<file path="config.mk">
export PLATFORM = sky130hd
export DESIGN_NAME = trace_capture_flat
export DESIGN_NICKNAME = d
export VERILOG_FILES = /design/src/rtl/trace_capture_if.sv /design/src/rtl/trace_capture.sv /design/src/flat_wrapper.sv
export SDC_FILE = /design/constraint.sdc
export NUM_CORES = 1
export LEC_CHECK = 0
export BUFFER_PORTS_ARGS = -buffer_cell sky130_fd_sc_hd__buf_2
export CORE_ASPECT_RATIO = 0.8
export CORE_MARGIN = 2
export CORE_UTILIZATION = 30
export CTS_CLUSTER_SIZE = 14
export DETAILED_ROUTE_END_ITERATION = 12
export PLACE_DENSITY = 0.51
export SLEW_MARGIN = 15
export SYNTH_ARGS = -nofsm -noshare
export SYNTH_HDL_FRONTEND = slang
export SYNTH_SLANG_ARGS = --single-unit
</file>
<file path="constraint.sdc">
create_clock -name clk -period 13.05 [get_ports clk]
set_clock_uncertainty 0.15 [all_clocks]
set_input_delay 1.9575 -clock clk [delete_from_list [all_inputs] [get_ports clk]]
set_output_delay 1.9575 -clock clk [all_outputs]
set_load 0.005 [all_outputs]
</file>
<file path="src/rtl/trace_capture_if.sv">
// trace_capture_if: core-side trace strobes plus the record output stream and status
interface trace_capture_if #(
    parameter int DEPTH = 16,
    parameter int TS_W  = 16
);
    logic                       enable;
    logic                       reg_write_sig;
    logic [4:0]                 reg_num;
    logic [31:0]                reg_data;
    logic                       wr;
    logic                       rd;
    logic [8:0]                 addr;
    logic [31:0]                wr_data;
    logic [31:0]                rd_data;
    logic                       out_valid;
    logic                       out_ready;
    logic [1:0]                 out_type;
    logic [8:0]                 out_index;
    logic [31:0]                out_data;
    logic [TS_W-1:0]            out_ts;
    logic [$clog2(DEPTH):0]     count;
    logic [15:0]                drop_cnt;
    logic                       overflow;

    modport master (
        output enable, reg_write_sig, reg_num, reg_data, wr, rd, addr, wr_data, rd_data, out_ready,
        input  out_valid, out_type, out_index, out_data, out_ts, count, drop_cnt, overflow
    );

    modport slave (
        input  enable, reg_write_sig, reg_num, reg_data, wr, rd, addr, wr_data, rd_data, out_ready,
        output out_valid, out_type, out_index, out_data, out_ts, count, drop_cnt, overflow
    );
endinterface

</file>
<file path="src/rtl/trace_capture.sv">
// trace_capture: timestamped commit-trace FIFO for reg-write/mem events; TRACE_FILTER_X0_EN drops x0 writes
module trace_capture #(
    parameter int DEPTH = 16,
    parameter int TS_W  = 16
) (
    input logic           clk,
    input logic           reset,
    trace_capture_if.slave bus
);
    localparam int AW = $clog2(DEPTH);
    localparam int CW = AW + 1;
    localparam int RW = 2 + 9 + 32 + TS_W;

    logic [TS_W-1:0] ts;
    logic [AW-1:0]   wp;
    logic [AW-1:0]   rp;
    logic [CW-1:0]   cnt;
    logic [15:0]     drop_q;
    logic            ovf;
    logic [RW-1:0]   mem [DEPTH];

    logic            reg_ev;
    logic            mem_ev;
    logic [1:0]      n_ev;
    logic [1:0]      pushes;
    logic [1:0]      drops;
    logic [CW-1:0]   free;
    logic            valid;
    logic            pop;
    logic [16:0]     drop_sum;
    logic [RW-1:0]   reg_rec;
    logic [RW-1:0]   mem_rec;
    logic [RW-1:0]   first_rec;
    logic [RW-1:0]   head;

`ifdef TRACE_FILTER_X0_EN
    assign reg_ev = bus.enable && bus.reg_write_sig && (bus.reg_num != 5'd0);
`else
    assign reg_ev = bus.enable && bus.reg_write_sig;
`endif
    // wr and rd together is an illegal access and is silently ignored
    assign mem_ev = bus.enable && (bus.wr ^ bus.rd);

    assign reg_rec   = {2'b01, 4'b0000, bus.reg_num, bus.reg_data, ts};
    assign mem_rec   = {bus.wr ? 2'b10 : 2'b11, bus.addr, bus.wr ? bus.wr_data : bus.rd_data, ts};
    assign first_rec = reg_ev ? reg_rec : mem_rec;

    // Free space is taken before the pop, so a same-cycle pop never makes room
    assign n_ev     = {1'b0, reg_ev} + {1'b0, mem_ev};
    assign free     = CW'(DEPTH) - cnt;
    assign pushes   = (free >= CW'(n_ev)) ? n_ev : free[1:0];
    assign drops    = n_ev - pushes;
    assign drop_sum = {1'b0, drop_q} + 17'(drops);

    assign valid = (cnt != '0);
    assign pop   = valid && bus.out_ready;
    assign head  = mem[rp];

    assign bus.out_valid = valid;
    assign bus.out_type  = valid ? head[RW-1:RW-2] : '0;
    assign bus.out_index = valid ? head[RW-3:RW-11] : '0;
    assign bus.out_data  = valid ? head[TS_W+31:TS_W] : '0;
    assign bus.out_ts    = valid ? head[TS_W-1:0] : '0;
    assign bus.count     = cnt;
    assign bus.drop_cnt  = drop_q;
    assign bus.overflow  = ovf;

    // Pointers, occupancy, free-running timestamp and drop accounting
    always_ff @(posedge clk or posedge reset) begin
        if (reset) begin
            ts     <= '0;
            wp     <= '0;
            rp     <= '0;
            cnt    <= '0;
            drop_q <= '0;
            ovf    <= 1'b0;
        end else begin
            ts     <= ts + TS_W'(1);
            wp     <= wp + AW'(pushes);
            rp     <= rp + AW'(pop);
            cnt    <= cnt + CW'(pushes) - CW'(pop);
            drop_q <= drop_sum[16] ? 16'hFFFF : drop_sum[15:0];
            ovf    <= ovf || (drops != 2'd0);
        end
    end

    // Record storage; the first slot takes the priority event, the second is always the mem event
    always_ff @(posedge clk) begin
        if (pushes != 2'd0) mem[wp] <= first_rec;
        if (pushes == 2'd2) mem[wp + AW'(1)] <= mem_rec;
    end
endmodule

</file>
<file path="src/flat_wrapper.sv">
// flat-port wrapper written by rule: the top's interface ports become plain ports
module trace_capture_flat 
#(
    parameter int DEPTH = 16,
    parameter int TS_W  = 16
)
  (clk, reset, bus_enable, bus_reg_write_sig, bus_reg_num, bus_reg_data, bus_wr, bus_rd, bus_addr, bus_wr_data, bus_rd_data, bus_out_ready, bus_out_valid, bus_out_type, bus_out_index, bus_out_data, bus_out_ts, bus_count, bus_drop_cnt, bus_overflow);
  trace_capture_if #(.DEPTH(DEPTH), .TS_W(TS_W)) bus_i ();
  input logic clk;
  input logic reset;
  input wire logic [$bits(bus_i.enable)-1:0] bus_enable;
  input wire logic [$bits(bus_i.reg_write_sig)-1:0] bus_reg_write_sig;
  input wire logic [$bits(bus_i.reg_num)-1:0] bus_reg_num;
  input wire logic [$bits(bus_i.reg_data)-1:0] bus_reg_data;
  input wire logic [$bits(bus_i.wr)-1:0] bus_wr;
  input wire logic [$bits(bus_i.rd)-1:0] bus_rd;
  input wire logic [$bits(bus_i.addr)-1:0] bus_addr;
  input wire logic [$bits(bus_i.wr_data)-1:0] bus_wr_data;
  input wire logic [$bits(bus_i.rd_data)-1:0] bus_rd_data;
  input wire logic [$bits(bus_i.out_ready)-1:0] bus_out_ready;
  output wire logic [$bits(bus_i.out_valid)-1:0] bus_out_valid;
  output wire logic [$bits(bus_i.out_type)-1:0] bus_out_type;
  output wire logic [$bits(bus_i.out_index)-1:0] bus_out_index;
  output wire logic [$bits(bus_i.out_data)-1:0] bus_out_data;
  output wire logic [$bits(bus_i.out_ts)-1:0] bus_out_ts;
  output wire logic [$bits(bus_i.count)-1:0] bus_count;
  output wire logic [$bits(bus_i.drop_cnt)-1:0] bus_drop_cnt;
  output wire logic [$bits(bus_i.overflow)-1:0] bus_overflow;
  assign bus_i.enable = bus_enable;
  assign bus_i.reg_write_sig = bus_reg_write_sig;
  assign bus_i.reg_num = bus_reg_num;
  assign bus_i.reg_data = bus_reg_data;
  assign bus_i.wr = bus_wr;
  assign bus_i.rd = bus_rd;
  assign bus_i.addr = bus_addr;
  assign bus_i.wr_data = bus_wr_data;
  assign bus_i.rd_data = bus_rd_data;
  assign bus_i.out_ready = bus_out_ready;
  assign bus_out_valid = bus_i.out_valid;
  assign bus_out_type = bus_i.out_type;
  assign bus_out_index = bus_i.out_index;
  assign bus_out_data = bus_i.out_data;
  assign bus_out_ts = bus_i.out_ts;
  assign bus_count = bus_i.count;
  assign bus_drop_cnt = bus_i.drop_cnt;
  assign bus_overflow = bus_i.overflow;
  trace_capture #(.DEPTH(DEPTH), .TS_W(TS_W)) u_core (.clk(clk), .reset(reset), .bus(bus_i));
endmodule
</file>
==> results.cfg, run 1 <==
[sta]
finalSetupViolCount = 0
hold_viol = 0
rsz0062_at_grt = false
fin_crit_sh_pct = 55.9
relSlewSlack_pct = 19.8
slew_viol_final = 0
max_freq_mhz = 137
layout_min_cycle_time_ps = 7290
worstMarginPinSlew_ps = 1200
tns_ps = 0

[global_route]
gr-total-overflow = 0
track_usage_pct = 19.6
grt_pass1_wl_um = 226000
grt_pass1_vias = 30400
antenna_found_initial = 8
grt_max_degree = 92

[routing]
wl_per_cell_um = 29.1
via_per_inst = 5.64
drc = 0
drt-total-wl_um = 159000
vias = 30700
firstDrtPassIters = 5
detail-route-antenna-nets = 0
drtIter0Drc = 4012

[floorplan]
core_area_sq_um = 155000
start_util_pct = 30.3
rows = 129
dieWidth_um = 446
io_pins = 199
die-area_sq_um = 160000
die_y_um = 358

[synthesis]
synth_flop_cell = edfxtp_1
synth_top_family_by_area = multiplexers
async_reset_ff_share_pct = 4.65
syn-num-nets = 3372
synthSimpleGateAreaFrac_pct = 8.25
yosys_register_bits = 990
synth.distinct_cells = 64
synth_warnings = 0
synth_cells = 3232
seq_area_frac_synth_pct = 62.5
synth_edf_count = 928
synth_xor_area_share_pct = 0.653
syn_area_sq_um = 46900
avgSynthCellArea_sq_um = 14.5
synth_mux_area_share_pct = 15.7
synthAdderAreaFrac_pct = 0.661
synth-compound-area-share_pct = 8.79

[clock_tree]
clock_path_buffers = 3
clock_tree.root_cell = clkbuf_16
cts_tree = built
cts.sinks = 990
cts-resized-gates = 0
clk_pin_slew_ps = 60
cts_hold_buffers = 0
h-tree-depth = 3
clock_latency_ps = 700
cts_setup_buffers = 0
cts_buffers = 102

[critical_path]
r2r-end = u_core.mem[7][31]
rr_startpoint = u_core.bus.count[0]
critPathLaunchType = input port
reg2reg_setup_slack_ps = 7260
path_class = in2reg
endpoint_kind = flip-flop
cp.arrival_ps = 7470
crit_required_ps = 13230
r2r_cells = 12
cp_max_fo = 74

[layout]
layout-drive-gt1-share_pct = 25.6
multi_input_area_sq_um = 16300
final_area_sq_um = 53700
nets = 3464
fillers = 15000
syn2layout_area_growth_pct = 14.4
final_common_cell = edfxtp_1
final_cell_mix = edfxtp_1 (928), o22ai_1 (407), nor2_1 (321), mux4_2 (295), and2_1 (202)
seqCellArea_sq_um = 29400

[hold_path]
min_to = u_core.mem[9][58]
hold_class = reg2reg
min_path_cells = 2
hp-start = u_core.mem[9][58]

[power_and_ir_drop]
vdd_drop_max_uv = 161
leakage_nw = 17.8
power_density_nw_per_um2 = 209

[placement]
port_buffers = 198
gp_congestion = 0.793
placed_area_sq_um = 50500
place_hpwl_um = 90100

[outcome]
status = complete, no violations

[flow_run]
maxCapViolCount = 0
==> cell families (layout without fill, tap and decap cells) <==
kind of cell    Yosys count  in the layout
mux                     361            361
flops                   990            990
other cells               0              2
compound gates          616            616
simple gates            802            802
xor+xnor                 35             35
fa+ha+maj                23             23
buf+inv                 405            585
==> sequential cells by signal, summed over array words and instances (netlist names) <==
signal               cells
u_core.bus.overflow      1
u_core.bus.count         5
u_core.ts               16
u_core.mem             944
u_core.wp                4
u_core.bus.drop_cnt     16
u_core.rp                4
==> metrics by stage <==
stage	setup WS (ps)	hold slack, ps	instances	util, %	total power, mW
final	5760	326	5444	34.7	11.2
after detailed placement	5030	308	5250	32.6	8.49
after CTS	5760	326	5442	34.6	11.4
after global placement	4880	302	5249	32.6	8.47
after floorplan	4940	287	3232	-	6.79
after global routing	5460	345	5442	34.7	11.7
==> report_power, final <==
group | leakage (nW) | internal (mW) | switching (mW)
sequential | 9.26 | 3.97 | 0.283
combinational | 6.96 | 1.72 | 2.39
clock | 1.57 | 1.59 | 1.29
==> cell usage after synthesis (4+ instances only) <==
cell	n	area [sq um]
o22ai_1	407	2550
mux2i_1	38	380
o21ai_0	37	185
clkinv_1	5	18.8
buf_2	59	295
or2_2	4	25.0
o22a_1	4	35.0
a2bb2oi_1	69	604
dfxtp_1	16	320
and3_1	41	257
a211o_1	4	35.0
xnor2_1	24	210
inv_1	57	214
mux4_2	295	6640
o21a_1	5	37.5
nand2b_1	8	50.1
o21ai_1	10	50.1
xor2_1	11	96.3
buf_4	4	30.0
clkbuf_1	252	946
a31oi_1	6	37.5
o211ai_1	8	60.1
a21oi_1	17	85.1
a211oi_1	15	113
mux2_2	27	304
a21boi_0	9	67.6
and2_1	202	1260
ha_1	20	250
nor2_1	324	1220
edfxtp_1	928	27900
a21o_1	4	30.0
buf_1	25	93.8
nor3_1	24	120
dfrtp_1	46	1150
nand4_1	7	43.8
nand2_1	133	499
nor2b_1	22	138
o2bb2ai_1	5	43.8
nand3_1	21	105
==> critical path, cell delays in order <==
cell	delay, ps
buf_2	150
nand2_4	420
inv_1	190
buf_4	440
ha_1	370
ha_1	280
nand2b_1	170
a211oi_2	620
a221oi_1	210
nor2_1	470
nand2_1	90
buf_4	310
nor2_4	850
buf_4	730
==> worst max-delay path by stage <==
| stage | startpoint | cells after the start | slack, ps | endpoint |
|---|---|---|---|---|
| 2_1_floorplan | bus_enable | 14 | 4940 | u_core.mem[11][0] |
| 3_3_place_gp | bus_enable | 14 | 4880 | u_core.mem[11][16] |
| 3_5_place_dp | bus_enable | 14 | 5030 | u_core.mem[7][24] |
| 4_1_cts | bus_enable | 14 | 5760 | u_core.mem[7][31] |
| 5_1_grt | bus_enable | 15 | 5460 | u_core.mem[7][31] |
| 6_report | bus_enable | 14 | 5760 | u_core.mem[7][31] |
==> routing by layer <==
metal,vias up,part of all wire [%],global-route usage [%]
li1,12900,-,-
met5,-,0.0082,0
met1,16200,45,28.5
met3,214,8.2,4.18
met2,1436,45,30.0
met4,2,2.2,4.50
==> area by class of cell <==
cell class | count | share of cell area, %
Multi-Input combinational cell | 1837 | 30.4
Inverter | 62 | 0.445
Clock buffer | 138 | 5.16
Antenna cell | 2 | 0.00932
Clock inverter | 54 | 0.799
Sequential cell | 990 | 54.7
Timing Repair Buffer | 331 | 3.76
Tap cell | 2030 | 4.73
No activity file was read; power rests on OpenSTA's default activity.
==> inputs of run 2 (changes only) <==
PLACE_DENSITY = 0.52   (was 0.51)
clock period = 6.7 ns   (was 13.05 ns; I/O delays follow)
==> run 2 against run 1 <==
Cell count increased by 0.40%. Cell area increased by 0.82%. Global-route usage increased by 0.58 points. Sequential share of layout area decreased by 0.45 points. Sequential cell count unchanged. Non-clock buffer count increased by 24. Combinational power increased by 98%. Clock power increased by 100%. Setup slack got worse by 4200 ps. Critical path type is now reg2reg.
==> results.cfg, run 2 (same netlist as run 1, synthesis figures left out) <==
[outcome]
status = complete, no violations

[sta]
worstMarginPinSlew_ps = 1140
rsz0062_at_grt = false
layout_min_cycle_time_ps = 5150
tns_ps = 0
setup_ws_ps = 1550
fin_crit_sh_pct = 76.8
finalSetupViolCount = 0
fin_hold_ws_ps = 324
relSlewSlack_pct = 23.9
slew_viol_final = 0
max_freq_mhz = 194
hold_viol = 0

[global_route]
grt_pass1_vias = 31000
antenna_found_initial = 9
grt_pass1_wl_um = 233000
gr-total-overflow = 0
track_usage_pct = 20.2
grt_max_degree = 74

[floorplan]
dieWidth_um = 446
start_util_pct = 30.3
die-area_sq_um = 160000
rows = 129
die_y_um = 358
core_area_sq_um = 155000
io_pins = 199

[critical_path]
reg2reg_setup_slack_ps = 1550
r2r-end = u_core.mem[10][22]
path_class = reg2reg
critPathLaunchType = flip-flop
endpoint_kind = flip-flop
cp_max_fo = 22
crit_required_ps = 7110
rr_startpoint = u_core.bus.count[0]
r2r_cells = 10
cp.arrival_ps = 5560

[clock_tree]
cts_buffers = 103
clock_tree.root_cell = clkbuf_16
cts-resized-gates = 0
cts.sinks = 990
cts_tree = built
clock_path_buffers = 3
h-tree-depth = 3
clock_latency_ps = 730
clk_pin_slew_ps = 60
cts_hold_buffers = 0
cts_setup_buffers = 0

[placement]
gp_congestion = 0.787
port_buffers = 198
post-place-ws_ps = 951
place_hpwl_um = 88800
placedCellCount = 5274

[routing]
firstDrtPassIters = 6
drc = 0
highest_layer = met5
vias = 31100
via_per_inst = 5.69
drtIter0Drc = 4276
wl_per_cell_um = 29.9
met3_length_um = 14500
drt-total-wl_um = 163000
wl_met2_um = 76700
drt-met1-wl_um = 67900
detail-route-antenna-nets = 0

[power_and_ir_drop]
comb_power_share_pct = 36.6
vdd_drop_max_uv = 345
leakage_nw = 18.0
p_clk_share_pct = 26.0
netSwitchingFraction_pct = 35.3
power_density_nw_per_um2 = 410
pwr-share-seq_pct = 37.4
power_switching_mw = 7.84
power.internal_mw = 14.4

[layout]
final_common_cell = edfxtp_1
syn2layout_area_growth_pct = 15.4
largest_register = u_core.mem
final_cell_mix = edfxtp_1 (928), o22ai_1 (407), nor2_1 (321), mux4_2 (295), and2_1 (202)
final_cells = 5466
largest_reg_flops = 944
layout-drive-gt1-share_pct = 25.9
nets = 3489

[flow_run]
maxCapViolCount = 0

[hold_path]
hold_class = in2async
==> run 2: power by group through the flow <==
stage	Sequential (mW)	Clock (mW)	Combinational, mW
after floorplan	8.02	0	5.21
after global placement	8.41	0	8.20
after detailed placement	8.43	0	8.21
after CTS	8.30	5.83	8.23
after global routing	8.37	6.06	8.62
final	8.30	5.77	8.14
==> run 2: metrics by stage <==
step / power (mW) / utilization (%) / cell area [sq um]
finish: 22.2 / 34.9 / 54100
floorplan: 13.2 / - / 46900
CTS: 22.4 / 34.9 / 54100
detailed placement: 16.6 / 32.8 / 50800
global placement: 16.6 / 32.8 / 50800
global route: 23.0 / 34.9 / 54100
==> run 2: worst max path at each step <==
stage / start / end / slack (ps)
2_1_floorplan: bus_enable / u_core.mem[11][0] / 520
3_3_place_gp: bus_rd / u_core.bus.drop_cnt[13] / 920
5_1_grt: u_core.bus.count[0] / u_core.bus.drop_cnt[0] / 1280
6_report: u_core.bus.count[0] / u_core.mem[10][22] / 1550
3_5_place_dp: bus_rd / u_core.bus.drop_cnt[0] / 950
4_1_cts: u_core.bus.count[0] / u_core.mem[10][22] / 1640
==> run 2: final cells by class <==
type	count	area [sq um]
Fill cell	15000	101000
Sequential cell	990	29400
Multi-Input combinational cell	1837	16300
Clock buffer	138	2740
Tap cell	2030	2540
Timing Repair Buffer	355	2380
Clock inverter	52	551
Inverter	62	239
Antenna cell	2	5.00
==> run 2: worst max-delay path: stages, from the launching register on <==
cell	delay (ps)
dfrtp_1	560
inv_1	170
ha_1	450
ha_1	230
nand2b_1	160
a211oi_2	590
nand3_2	350
a21oi_4	850
nand2_2	750
buf_4	490
o22ai_1	200
==> run 2: layer usage <==
metal	vias up	global-route usage, %
li1	12900	-
met1	16200	28.5
met2	1725	32.5
met3	257	3.20
met4	2	5.11
met5	-	0
